[src/rtl/pipe_stage_skid.sv]
// pipe_stage_skid: one elastic pipeline boundary (payload + exc code + delay-slot flag).
// Two-entry skid buffer: M drives the outputs, S catches the beat that arrives while
// downstream stalls. in_ready depends only on registered state (!S.valid).
// Optional macro PIPE_STATS_EN adds saturating stall_cnt / flush_cnt outputs.
module pipe_stage_skid #(
    parameter int DATA_W = 64,
    parameter int EXC_W  = 5,
    parameter int CNT_W  = 32
) (
    input  logic              clk,
    input  logic              rst,
    input  logic              in_valid,
    output logic              in_ready,
    input  logic [DATA_W-1:0] in_data,
    input  logic [EXC_W-1:0]  in_exc,
    input  logic              in_bd,
    input  logic              flush,
    input  logic              kill,
    output logic              out_valid,
    input  logic              out_ready,
    output logic [DATA_W-1:0] out_data,
    output logic [EXC_W-1:0]  out_exc,
    output logic              out_bd,
    output logic [1:0]        occupancy
`ifdef PIPE_STATS_EN
    ,
    output logic [CNT_W-1:0]  stall_cnt,
    output logic [CNT_W-1:0]  flush_cnt
`endif
);

    typedef struct packed {
        logic [DATA_W-1:0] data;
        logic [EXC_W-1:0]  exc;
        logic              bd;
    } beat_t;

    beat_t m_q, m_d, s_q, s_d;
    logic  m_vld_q, m_vld_d, s_vld_q, s_vld_d;
    beat_t in_beat;
    logic  acc, deq;

    assign in_beat   = '{data: in_data, exc: in_exc, bd: in_bd};
    assign in_ready  = !s_vld_q;
    assign acc       = in_valid && in_ready;
    assign out_valid = m_vld_q;
    assign deq       = m_vld_q && out_ready;

    // Entries are zeroed whenever invalid, so a bubble reads as an all-zero NOP.
    assign out_data  = m_q.data;
    assign out_exc   = m_q.exc;
    assign out_bd    = m_q.bd;
    assign occupancy = {1'b0, m_vld_q} + {1'b0, s_vld_q};

    // Next-state: flush > kill > normal EMPTY/ONE/FULL transitions.
    always_comb begin
        m_vld_d = m_vld_q;
        m_d     = m_q;
        s_vld_d = s_vld_q;
        s_d     = s_q;
        if (flush) begin
            m_vld_d = 1'b0;
            m_d     = '0;
            s_vld_d = 1'b0;
            s_d     = '0;
        end else if (kill) begin
            // Younger beats die; M survives only if it was not just consumed.
            s_vld_d = 1'b0;
            s_d     = '0;
            if (deq) begin
                m_vld_d = 1'b0;
                m_d     = '0;
            end
        end else if (!m_vld_q) begin
            if (acc) begin
                m_vld_d = 1'b1;
                m_d     = in_beat;
            end
        end else if (!s_vld_q) begin
            if (acc && deq) begin
                m_d = in_beat;
            end else if (acc) begin
                s_vld_d = 1'b1;
                s_d     = in_beat;
            end else if (deq) begin
                m_vld_d = 1'b0;
                m_d     = '0;
            end
        end else if (deq) begin
            // FULL: promote the skid entry; no accept possible here.
            m_d     = s_q;
            s_vld_d = 1'b0;
            s_d     = '0;
        end
    end

    // State registers; synchronous reset clears both entries.
    always_ff @(posedge clk) begin
        if (rst) begin
            m_vld_q <= 1'b0;
            m_q     <= '0;
            s_vld_q <= 1'b0;
            s_q     <= '0;
        end else begin
            m_vld_q <= m_vld_d;
            m_q     <= m_d;
            s_vld_q <= s_vld_d;
            s_q     <= s_d;
        end
    end

`ifdef PIPE_STATS_EN
    logic [CNT_W-1:0] stall_cnt_q, flush_cnt_q;

    assign stall_cnt = stall_cnt_q;
    assign flush_cnt = flush_cnt_q;

    // Saturating event counters: downstream stall cycles and flush cycles.
    always_ff @(posedge clk) begin
        if (rst) begin
            stall_cnt_q <= '0;
            flush_cnt_q <= '0;
        end else begin
            if (m_vld_q && !out_ready && (stall_cnt_q != '1))
                stall_cnt_q <= stall_cnt_q + 1'b1;
            if (flush && (flush_cnt_q != '1))
                flush_cnt_q <= flush_cnt_q + 1'b1;
        end
    end
`endif

endmodule

[config.mk]
export PLATFORM = sky130hd
export DESIGN_NAME = pipe_stage_skid
export DESIGN_NICKNAME = d
export VERILOG_FILES = /design/src/rtl/pipe_stage_skid.sv
export SDC_FILE = /design/constraint.sdc
export NUM_CORES = 1
export LEC_CHECK = 0
export BUFFER_PORTS_ARGS = -buffer_cell sky130_fd_sc_hd__buf_2
export CAP_MARGIN = 40
export CELL_PAD_IN_SITES_DETAIL_PLACEMENT = 1
export CELL_PAD_IN_SITES_GLOBAL_PLACEMENT = 1
export CORE_MARGIN = 4
export CORE_UTILIZATION = 41
export CTS_CLUSTER_SIZE = 20
export DETAILED_ROUTE_END_ITERATION = 8
export PLACE_DENSITY_LB_ADDON = 0.2
export SLEW_MARGIN = 10
export SYNTH_ARGS = -nofsm -noshare
export SYNTH_HDL_FRONTEND = slang
export SYNTH_SLANG_ARGS = --single-unit
[constraint.sdc]
create_clock -name clk -period 1.7 [get_ports clk]
set_clock_uncertainty 0.15 [all_clocks]
set_input_delay 0.34 -clock clk [delete_from_list [all_inputs] [get_ports clk]]
set_output_delay 0.34 -clock clk [all_outputs]
set_load 0.005 [all_outputs]
### Word-level counts from Yosys, hierarchy flattened

Cells that the tools add are included.
Widths: inputs -> output; s select.

| word-level totals | value |
|---|---|
| bits in latches | 0 |
| input bits | 76 |
| ROM bits | 0 |
| output and inout bits | 74 |
| register bits after elaboration | 142 |
| memory bits (writable) | 0 |
| logic and storage cells | 45 |
| memories | 0 |

| operators by class | value |
|---|---|
| shift operators | 0 |
| $lt $le $gt $ge | 0 |
| div/mod/pow operators | 0 |
| bitwise logic cells | 0 |
| mux-type cells | 21 |
| multiply operators | 0 |
| equality and inequality tests | 5 |
| add/sub/neg operators | 1 |
| reductions and logical operators | 10 |

Operator list:

| cell | count |
|---|---|
| $mux 70 | 11 |
| $mux 1 | 10 |
| $ne 5x4->1 const B | 1 |
| $ne 2x1->1 const B | 2 |
| $ne 4x3->1 const B | 1 |
| $reduce_and 4->1 | 1 |
| $logic_and 1x1->1 | 3 |
| $reduce_and 3->1 | 1 |
| $reduce_bool 3->1 | 1 |
| $reduce_or 3->1 | 1 |
| $add 1x1->2 | 1 |
| $ne 2x2->1 const B | 1 |
| $reduce_bool 2->1 | 1 |
| $reduce_or 2->1 | 1 |
| $logic_not 1->1 | 1 |

### Longest topological paths before layout

Gate-level depths: netlist of the first run.

| depth | value |
|---|---|
| depth in word-level cells | 7 |
| mapped depth | 7 |
| gate-level depth less buffers | 4 |

### Least setup slack after synthesis of the first run

No wires, ideal clock.

| timing path | value |
|---|---|
| path type | register to register |
| start | register m_vld_q (netlist: out_valid) |
| end | register s_q[0] (netlist bit) |
| slack | 0.200 ns |
| required time | 1.484 ns |
| arrival | 1.284 ns |
| stages on the path, launching flop included | 6 |
| clock period less this slack | 1.500 ns |
| library setup time | 0.066 ns |
| path buffers | 2 |
| cell sequence | dfxtp_1 buf_4 nor3b_4 buf_6 a22oi_2 nor2_2 |

| on the way | value |
|---|---|
| cells in the longest elaborated chain, start to end | 4 |
| elaborated cells between the ends (all ways) | 5 |
| those cells by class | eq/ne (2); reduce/logical (3) |

Ends and longest elaborated chain:

| item | line | source |
|---|---|---|
| start, declared | 39 | `logic m_vld_q, m_vld_d, s_vld_q, s_vld_d;` |
| start signal, assigned | 105 | `m_vld_q <= m_vld_d;` |
| $logic_and 1x1->1 | 47 | `assign deq = m_vld_q && out_ready;` |
| $logic_and 1x1->1 | 80 | `if (acc && deq) begin` |
| $ne 2x2->1 (no line) | -- |  |
| $reduce_and 4->1 (no line) (*) | -- |  |
| end signal, assigned | 103 | `s_q <= '0;` |
| end signal, assigned | 108 | `s_q <= s_d;` |
| end, declared | 38 | `beat_t m_q, m_d, s_q, s_d;` |

Mark *: on every way between the ends. The rest lies on a longest branch, timed or not.
A chain may end at the register's enable or synchronous reset.

### Worst setup path after layout of the first run

| timing path | value |
|---|---|
| start | register m_vld_q (netlist: out_valid) |
| end | output occupancy[0] |

| on the way | value |
|---|---|
| cells in the longest elaborated chain, start to end | 1 |

Ends and longest elaborated chain:

| item | line | source |
|---|---|---|
| $add 1x1->2 | 53 | `assign occupancy = {1'b0, m_vld_q} + {1'b0, s_vld_q};` |
| end, declared | 24 | `output logic [1:0] occupancy` |

No other way between the ends.

==> metrics list, run 1 <==
* Internal reg-to-reg setup slack: 0 ns
- Relative to the synthesized area, the layout overhead comes to 30.1%.
- The number of nets handed over by synthesis was a little over 800.
- Root cell of the clock tree: sky130_fd_sc_hd__clkbuf_16
* Vias in the first global route: about 6600
- Setup repair after global routing could not meet its margin everywhere.
* Detailed-routing iteration count for the pre-antenna-repair pass: 4
- The synthesized netlist devotes less than 1% of its cell area to adder and majority cells.
- In the post-synthesis netlist, the biggest area contributors are sky130_fd_sc_hd__dfxtp_1 43%, sky130_fd_sc_hd__a22oi_2 13%, sky130_fd_sc_hd__a21boi_0 8.0%.
- During placement, the flow inserted port buffers numbering between 100 and 150.
- Area fraction in compound gates after synthesis: 32.6%
- For met3 alone, demand over resource in global routing was between 5 and 6%.
- The clock network is responsible for between 40% and 50% of the overall power.
* Effective utilization at floorplan: between 40% and 50%
- Per report_power, the combinational group accounts for a little over a tenth of the total.
* Final cell area excluding filler cells: around 8600 um2
* NumNets Final: between 900 and 1000
* Die boundary width: between 100 and 150 um
- Vias: between 6000 and 7000
- Worst hold-check path type: input pin to register
- Number of core rows: 46
- After synthesis, the largest family of logic cells by area is compound AO/OA/AOI/OAI gates.
* Number of cells produced by synthesis: ~730
- EDFF count, synth: 0
* Type of element capturing the critical path: primary output
- By instance count, the leading cell after synthesis is sky130_fd_sc_hd__dfxtp_1.
- Number of top-level design ports: 150
* Crit Reg-Reg Startpoint: s_vld_q$_SDFFE_PP0P_
* First DRT Iteration DRCs: between 200 and 300
* Vias per cell: between 5 and 6
- Overall power of the completed layout: roughly 7.5 mW
- Non-Filler Instances: 1089
- Critical-path maximum fanout: 3
- Sequential share of the synthesized area: between 40% and 50%
- Achievable Freq: around 0.57 GHz
- Hold path depth: 3
- Final hold violation count: 0
- Sum of overflow across all layers after global routing: 0
- In this run the tightest slew margin relative to its limit is a little over two thirds.
- The synthesized design contains approximately 140 register bits.
- Minimum period implied by the final worst setup slack: 1.74 ns
- The floorplan step defined a core boundary enclosing approximately 16000 um2.
- The max-slew violation count is 0.
- Cell area after placement: 7670 um2
- Clock-pin slew was measured on the worst setup and hold paths at ~0.06 ns.
* Period utilization: 103%
* Average cell area after synthesis: between 9 and 10 um2
- Counting cells, the worst reg-to-reg path comes to 6.
* Post-synthesis async set-or-reset flop share: 0%
- Violated checks: negative setup slack
- Number of routed nets with antenna violations: 0
* Worst-case setup margin in the final layout: -0.0440 ns
- Worst Max-Slew Pin Slew: roughly 0.44 ns
* WS Path Type: register to primary output
* Most area-hungry cell type in the Yosys netlist: sky130_fd_sc_hd__dfxtp_1
* Post-synthesis simple-gate area fraction: between 10% and 20%
- Total wire length after detailed routing: ~23000 um
* Worst reg2reg path endpoint: out_data[53]$_SDFFE_PP0P_
- At the end of routability-driven placement, the weighted congestion stood at approximately 0.76.
- Required time of the critical path: ~1.2 ns
- The worst hold path begins at in_data[0].
- In the routed design, unresolved DRC markers number 0.
- Largest net degree at the start of global routing: just over 70
- Cell internal power was estimated by the tool at around 5.7 mW.
- Global route hottest layer: met2
- Primary flip-flop cell chosen by synthesis mapping: sky130_fd_sc_hd__dfxtp_1
- Counting every sink on the clock net gives 142.
* Result of the run: finished, violations left
* Top cells by instance count after synthesis: 142 x sky130_fd_sc_hd__dfxtp_1, 72 x sky130_fd_sc_hd__a21oi_1, 71 x sky130_fd_sc_hd__nand2_1
- The die covers around 18000 um2.
- Summing the areas of all xor and xnor instances in the mapped netlist gives less than 1% of the synthesized area.
- The first global-routing pass estimated 34300 um of wire.
* Wire length per cell: ~21 um
* Sequential share of power: around 45%
* Share of the synthesized area in the top cell type: between 40% and 50%
- In the synthesized netlist, mux cells make up 0% of the area.
* CP arrival: ~1.3 ns
* Global routing usage on met1: a little over a quarter
- Global routing consumed, on the met2 layer, 44.0% of the routing resources.
- Place WS: -0.142 ns
- Leakage power: about 3.4 nW
- In the final timing run, aggregate negative setup slack is -0.0550 ns.
- In this run the number of H-tree levels came out at 4.
- VDD sags by at most just over 0.7 mV.
- TritonCTS built the clock tree.
- Sink of the worst hold path: s_q[6]$_SDFFE_PP0P_
* Placed Cells incl. Taps: approximately 1000
* Number of antenna violations at the first check in global routing: 0
* GRT Resource Usage Total: 23.7%
- In this run the deepest clock path goes through 2 buffers.
- Inserted Diodes: 0
- Max_cap viols: 0
* Syn Std Cell Area: 6600 um2
- In this run switching power makes up between 20% and 30% of total power.
- Total of warnings raised by yosys: 0
- Switching pwr: about 1.8 mW
- Setup violations remaining at the end of the flow were counted as 2.
- Total CTS buffers: 17
- Launching element type of the critical path: register
- Clock network latency to the later pin of the worst-skew pair: about 0.42 ns
- Power per standard cell area: between 800 and 900 nW/um2
- Measured along the y axis, the die boundary spans around 130 um.
- Yosys mapped the design onto 28 distinct sky130hd cell types.
* Placed wire-length estimate: around 13000 um
- In the final layout, the share of cells above drive strength 1 is 41.0%.
-- worst max path at each step --
stage                            from                   end  slack (ns)  cells after the start
5_1_grt        out_valid$_SDFFE_PP0P_          occupancy[0]       -0.08                      3
3_3_place_gp                 in_valid  s_q[25]$_SDFFE_PP0P_       -0.02                      6
2_1_floorplan  out_valid$_SDFFE_PP0P_   s_q[0]$_SDFFE_PP0P_        0.20                      5
4_1_cts        out_valid$_SDFFE_PP0P_          occupancy[0]       -0.05                      3
3_5_place_dp                 in_valid  s_q[10]$_SDFFE_PP0P_       -0.14                      6
6_report       out_valid$_SDFFE_PP0P_          occupancy[0]       -0.04                      3
-- sequential cells by signal, indices dropped and copies added, names as in the netlist --
name and cells:
out_valid 1, out_bd 1, out_exc 5, s_q 70, out_data 64, s_vld_q 1
-- power by group through the flow --
stage                     Combinational [mW]  Clock [mW]  Sequential, mW
after floorplan                        0.324           0            3.47
after global placement                 0.640           0            3.47
after detailed placement               0.664           0            3.47
after CTS                              0.707        3.36            3.40
after global routing                   0.852        3.53            3.40
final                                  0.791        3.30            3.40
-- area by class of cell --
cell class	instances	area [um2]
fill	1831	7240
tap	216	270
clock inverter	3	40.0
timing repair buffer	192	1520
multi-input combinational	510	3450
sequential	142	2850
clock buffer	25	455
inverter	1	3.75
-- worst max-delay path, stage by stage (launching register included) --
cell	delay, ns
sky130_fd_sc_hd__dfxtp_4	0.37
sky130_fd_sc_hd__buf_12	0.13
sky130_fd_sc_hd__ha_4	0.22
sky130_fd_sc_hd__buf_6	0.11
-- layout by cell type, fill, tap and decap left out --
cell type / instances
sky130_fd_sc_hd__nand3b_1: 1
sky130_fd_sc_hd__clkbuf_1: 8
sky130_fd_sc_hd__or2_2: 1
sky130_fd_sc_hd__a22oi_2: 70
sky130_fd_sc_hd__nor3b_1: 1
sky130_fd_sc_hd__dlygate4sd3_1: 2
sky130_fd_sc_hd__o21ai_0: 23
sky130_fd_sc_hd__buf_4: 9
sky130_fd_sc_hd__buf_12: 19
sky130_fd_sc_hd__clkbuf_16: 21
sky130_fd_sc_hd__o31a_2: 1
sky130_fd_sc_hd__or3_4: 1
sky130_fd_sc_hd__bufinv_16: 1
sky130_fd_sc_hd__a21boi_1: 16
sky130_fd_sc_hd__o21ai_1: 48
sky130_fd_sc_hd__nor3b_2: 1
sky130_fd_sc_hd__dfxtp_1: 140
sky130_fd_sc_hd__inv_1: 1
sky130_fd_sc_hd__o2bb2ai_4: 1
sky130_fd_sc_hd__xor2_4: 1
sky130_fd_sc_hd__clkinv_2: 2
sky130_fd_sc_hd__a21boi_0: 54
sky130_fd_sc_hd__bufbuf_16: 3
sky130_fd_sc_hd__and2_1: 1
sky130_fd_sc_hd__a21oi_1: 72
sky130_fd_sc_hd__nand2b_1: 1
sky130_fd_sc_hd__buf_6: 6
sky130_fd_sc_hd__nor2_2: 66
sky130_fd_sc_hd__ha_4: 1
sky130_fd_sc_hd__nor2_1: 7
sky130_fd_sc_hd__buf_16: 2
sky130_fd_sc_hd__dfxtp_4: 2
sky130_fd_sc_hd__nand2_1: 70
sky130_fd_sc_hd__nand2_2: 1
sky130_fd_sc_hd__and3_1: 70
sky130_fd_sc_hd__buf_2: 147
sky130_fd_sc_hd__nor3b_4: 1
sky130_fd_sc_hd__o21ai_4: 1
-- stage by stage --
| step | utilization, % | hold WS (ns) |
|---|---|---|
| finish | 54.3 | 0.0165 |
| global route | 54.3 | 0.0197 |
| CTS | 52.8 | 0.00365 |
| detailed placement | 48.4 | 0.290 |
| global placement | 48.4 | 0.286 |
| floorplan | - | 0.298 |
-- per-layer routing --
layer,part of all wire (%),up-vias,wire length (um)
met5,0,-,0
met4,2.1,0,475
met3,4.6,34,1050
met2,51,173,11700
met1,42,3048,9560
li1,-,2845,-
-- cells by family after synthesis --
group / Yosys count
adders and majority gates: 1
AOI/OAI and AO/OA: 286
buffers and inverters: 77
xor gates and xnor gates: 1
and+or+nand+nor: 222
DFF: 142
-- repair_timing --
action,4_1_cts,5_1_grt
gates cloned,3,6
setup buffers,3,5
endpoints found under the setup margin,70,142
resized for setup,7,49
endpoints found under the hold margin,2,0
pin swaps,1,20
hold buffers,2,0
(Power assumes the default switching activity.)
==> inputs of run 2 (changes only) <==
--- a/config.mk
+++ b/config.mk
@@ -10,10 +10,11 @@
 export CELL_PAD_IN_SITES_DETAIL_PLACEMENT = 1
 export CELL_PAD_IN_SITES_GLOBAL_PLACEMENT = 1
 export CORE_MARGIN = 4
-export CORE_UTILIZATION = 41
+export CORE_UTILIZATION = 30
 export CTS_CLUSTER_SIZE = 20
 export DETAILED_ROUTE_END_ITERATION = 8
 export PLACE_DENSITY_LB_ADDON = 0.2
+export RECOVER_POWER = 50
 export SLEW_MARGIN = 10
 export SYNTH_ARGS = -nofsm -noshare
 export SYNTH_HDL_FRONTEND = slang
==> run 2 against run 1 <==
The flow still finishes with violations (negative setup slack). Largest cell class unchanged. Core utilization fell by 12 points. Non-clock buffer count rose by 38. Clock-buffer cell count fell by 3. Critical path type is now register to register. Sequential power barely moved. Largest power group is now the clock network. First-iteration DRC count fell by 21%. Maximum frequency fell by 2.8%. Combinational power rose by 0.8%. Power rose by 12%. Hold slack improved by 0.0019 ns. Critical endpoint is now s_q[5]$_SDFFE_PP0P_.
==> metrics list, run 2 (synthesized netlist as in run 1, its figures left out) <==
- The run finished, with violations left.
- The final reports fail on negative setup slack.
- Most common library cell in the layout ignoring fill and taps: sky130_fd_sc_hd__dfxtp_1
- The die boundary width came to 156 um (+16%).
- Largest net degree at the start of global routing: 72 (unchanged)
* Critical-path cell list: buf_6 -> nand2b_4 -> buf_6 -> nor3b_4 -> buf_6 -> buf_12 -> clkbuf_16 -> a22oi_2 -> nor2_2
* WS Path Type: register to register
* Die outline height: 156 um (+16%)
* Worst-case setup margin in the final layout: -0.0947 ns (-0.0506 ns)
- The max-slew violation count is 0 (unchanged).
- CTS max path bufs: 2 (unchanged)
* Worst supply voltage drop on vdd: 0.532 mV (-25%)
- Most common cell type on the critical path: sky130_fd_sc_hd__buf_6
- Relative to the synthesized area, the layout overhead comes to 40.1%.
* Worst max-slew margin expressed relative to the limit: 72.5% (+1.7 points)
- The fill cell total of the finished layout was 2573 (+41%).
- The number of buffer and inverter stages on the critical path was 5 (+3).
* Number of antenna violations at the first check in global routing: 2 (+2)
- Power per standard cell area: 909 nW/um2 (+4.3%)
- The net count of the finished layout was 979 (+4.0%).
- Met3 wire length: 891 um (-15%)
- Number of core rows: 54 (+17%)
* Number of flip-flops under the largest register name: 70 (unchanged)
- The clock insertion delay at the later pin of the skew report was 0.42 ns (about the same).
* Clock-pin slew on the worst setup and hold paths: 0.06 ns (about the same)
* Number of routed nets with antenna violations: 0 (unchanged)
- The final count of negative-setup-slack endpoints is 76 (+74).
- The largest driver fanout on the critical path is 6 (+3).
* First-pass GRT wire length: 33300 um (-2.9%)
- H-tree levels: 4 (unchanged)
* Period utilization: 106% (+3.0 points)
- CP arrival: 2.00 ns (+0.75 ns)
- The biggest cell delay along the critical path is 0.37 ns (about the same).
* Total CTS buffers: 17 (unchanged)
- DRC viols: 0 (unchanged)
- Required time of the critical path: 1.91 ns (+0.70 ns)
- The total track usage is 17.2% (-6.5 points).
* Commonest cells after routing, fill and taps aside: 140 x sky130_fd_sc_hd__dfxtp_1, 131 x sky130_fd_sc_hd__buf_2, 72 x sky130_fd_sc_hd__a21oi_1
- The fraction of layout instances using a drive strength above 1 was 40.9% (-0.13 points).
- Launching element type of the critical path: register
- Detailed-routing wirelength on met1: 10400 um (+8.6%)
* Number of clock sinks seen by CTS: 142 (unchanged)
* Leakage power: 3.62 nW (+6.3%)
- The post-placement cell area was 7840 um2 (+2.3%).
* Minimum period implied by the final worst setup slack: 1.79 ns (+0.0506 ns)
* Type of element capturing the critical path: register
- The count of final hold-check violations is 0 (unchanged).
- Register with the most flip-flops: s_q
* Final total negative setup slack: -2.98 ns (-2.92 ns)
- Max_cap viols: 0 (unchanged)
- Crit path max-delay family: buffers and inverters
- The post-detailed-placement half-perimeter wirelength came to 13100 um (+0.79%).
- Wire length per cell: 18.8 um (-10%)
- Total wire length after detailed routing: 22500 um (-1.4%)
- Setup repair after global routing could not meet its margin everywhere.
- The highest layer touched by signal routing is met4.
- For this design, the slowest cell found on the critical path is sky130_fd_sc_hd__dfxtp_4.
* Sum of overflow across all layers after global routing: 0 (unchanged)
* Number of top-level design ports: 150 (unchanged)
- Vias: 5996 (-1.7%)
* Vias per cell: 5.01 (-11%)
* Port bufs: 149 (unchanged)
- The via count of the first global-routing pass came to 6052 (-7.8%).
* Detailed-routing iteration count for the pre-antenna-repair pass: 4 (unchanged)
- The number of DRC markers in iteration 0 came to 217 (-21%).
- Achievable Freq: 0.557 GHz (-2.8%)
- The core footprint was 21800 um2 (+37%).
* Final cell area excluding filler cells: 9250 um2 (+7.7%)
- The total length of routed met2 wires was 10900 um (-7.3%).
- Worst Max-Slew Pin Slew: 0.413 ns (-0.0254 ns)
- Effective utilization at floorplan: 30.3% (-11 points)
- TritonCTS built the clock tree.
- Root cell of the clock tree: sky130_fd_sc_hd__clkbuf_16
* Die ar.: 24400 um2 (+34%)
- The routability congestion estimate from global placement came to 0.692 (-8.7%).
- Worst hold-check path type: input pin to register
## run 2: cell count changes in the layout (fill, tap and decap cells not counted), moves of 3 or more
cell	change
sky130_fd_sc_hd__dlygate4sd3_1	+19
sky130_fd_sc_hd__o21ai_0	+17
sky130_fd_sc_hd__o21ai_1	-17
sky130_fd_sc_hd__buf_2	-16
sky130_fd_sc_hd__buf_4	+10
sky130_fd_sc_hd__clkbuf_1	+8
sky130_fd_sc_hd__a21boi_0	+7
sky130_fd_sc_hd__a21boi_1	-7
sky130_fd_sc_hd__clkbuf_16	+5
sky130_fd_sc_hd__buf_6	+4
sky130_fd_sc_hd__bufinv_16	+4
sky130_fd_sc_hd__buf_12	+3
sky130_fd_sc_hd__clkbuf_8	+3
## run 2: path summary, 6_finish.rpt
kind,startpoint,end,slack [ns],cells after the start
setup reg to reg,s_vld_q$_SDFFE_PP0P_,s_q[5]$_SDFFE_PP0P_,-0.09,9
setup / recovery,s_vld_q$_SDFFE_PP0P_,s_q[5]$_SDFFE_PP0P_,-0.09,9
hold / removal,in_data[13],s_q[19]$_SDFFE_PP0P_,0.02,3
hold reg to reg,out_exc[4]$_SDFFE_PP0P_,out_exc[4]$_SDFFE_PP0P_,0.29,2
## run 2: where the power goes
group / internal [mW] / switching [mW]
combinational: 0.351 / 0.445
clock: 2.72 / 1.49
sequential: 3.37 / 0.0248
total: 6.44 / 1.96
## run 2: timing repair
item                                    in CTS  in global routing
pin swaps                                    2                 15
setup buffers                                8                  7
hold buffers                                21                  0
gates cloned                                 2                 10
endpoints found under the setup margin       4                143
endpoints found under the hold margin       21                  0
gates resized for setup                     19                 20
## run 2: layout make-up
| type | count | area [um2] | share of cell area [%] |
|---|---|---|---|
| multi-input cells | 510 | 3450 | 37.3 |
| flip-flops and latches | 142 | 2850 | 30.8 |
| repair buffers | 230 | 1920 | 20.8 |
| clock buffers | 22 | 474 | 5.13 |
| well taps | 280 | 350 | 3.79 |
| clock inverters | 10 | 183 | 1.98 |
| inverters | 1 | 8.76 | 0.0947 |
| diodes | 2 | 5.00 | 0.0541 |
## run 2: tightest hold or removal path, stage by stage
cell                      delay (ns)
sky130_fd_sc_hd__buf_2          0.10
sky130_fd_sc_hd__a22oi_2        0.06
sky130_fd_sc_hd__nor2_2         0.06
## run 2: per-layer routing
layer	up-vias	GRT usage (%)
li1	2932	-
met3	26	3.82
met1	2919	22.4
met4	0	4.88
met2	119	28.6
met5	-	0
## run 2: through the flow
| stage | cells | total power, mW | hold WS (ns) | setup slack [ns] | utilization (%) |
|---|---|---|---|---|---|
| after floorplan | 729 | 3.80 | 0.298 | 0.200 | - |
| after global placement | 1115 | 4.16 | 0.288 | -0.0182 | 36.0 |
| after detailed placement | 1115 | 4.16 | 0.293 | -0.0284 | 36.0 |
| after CTS | 1178 | 8.46 | 0.000476 | -0.0825 | 40.9 |
| after global routing | 1197 | 8.74 | 0.0113 | -0.150 | 42.5 |
| final | 1197 | 8.41 | 0.0185 | -0.0947 | 42.5 |
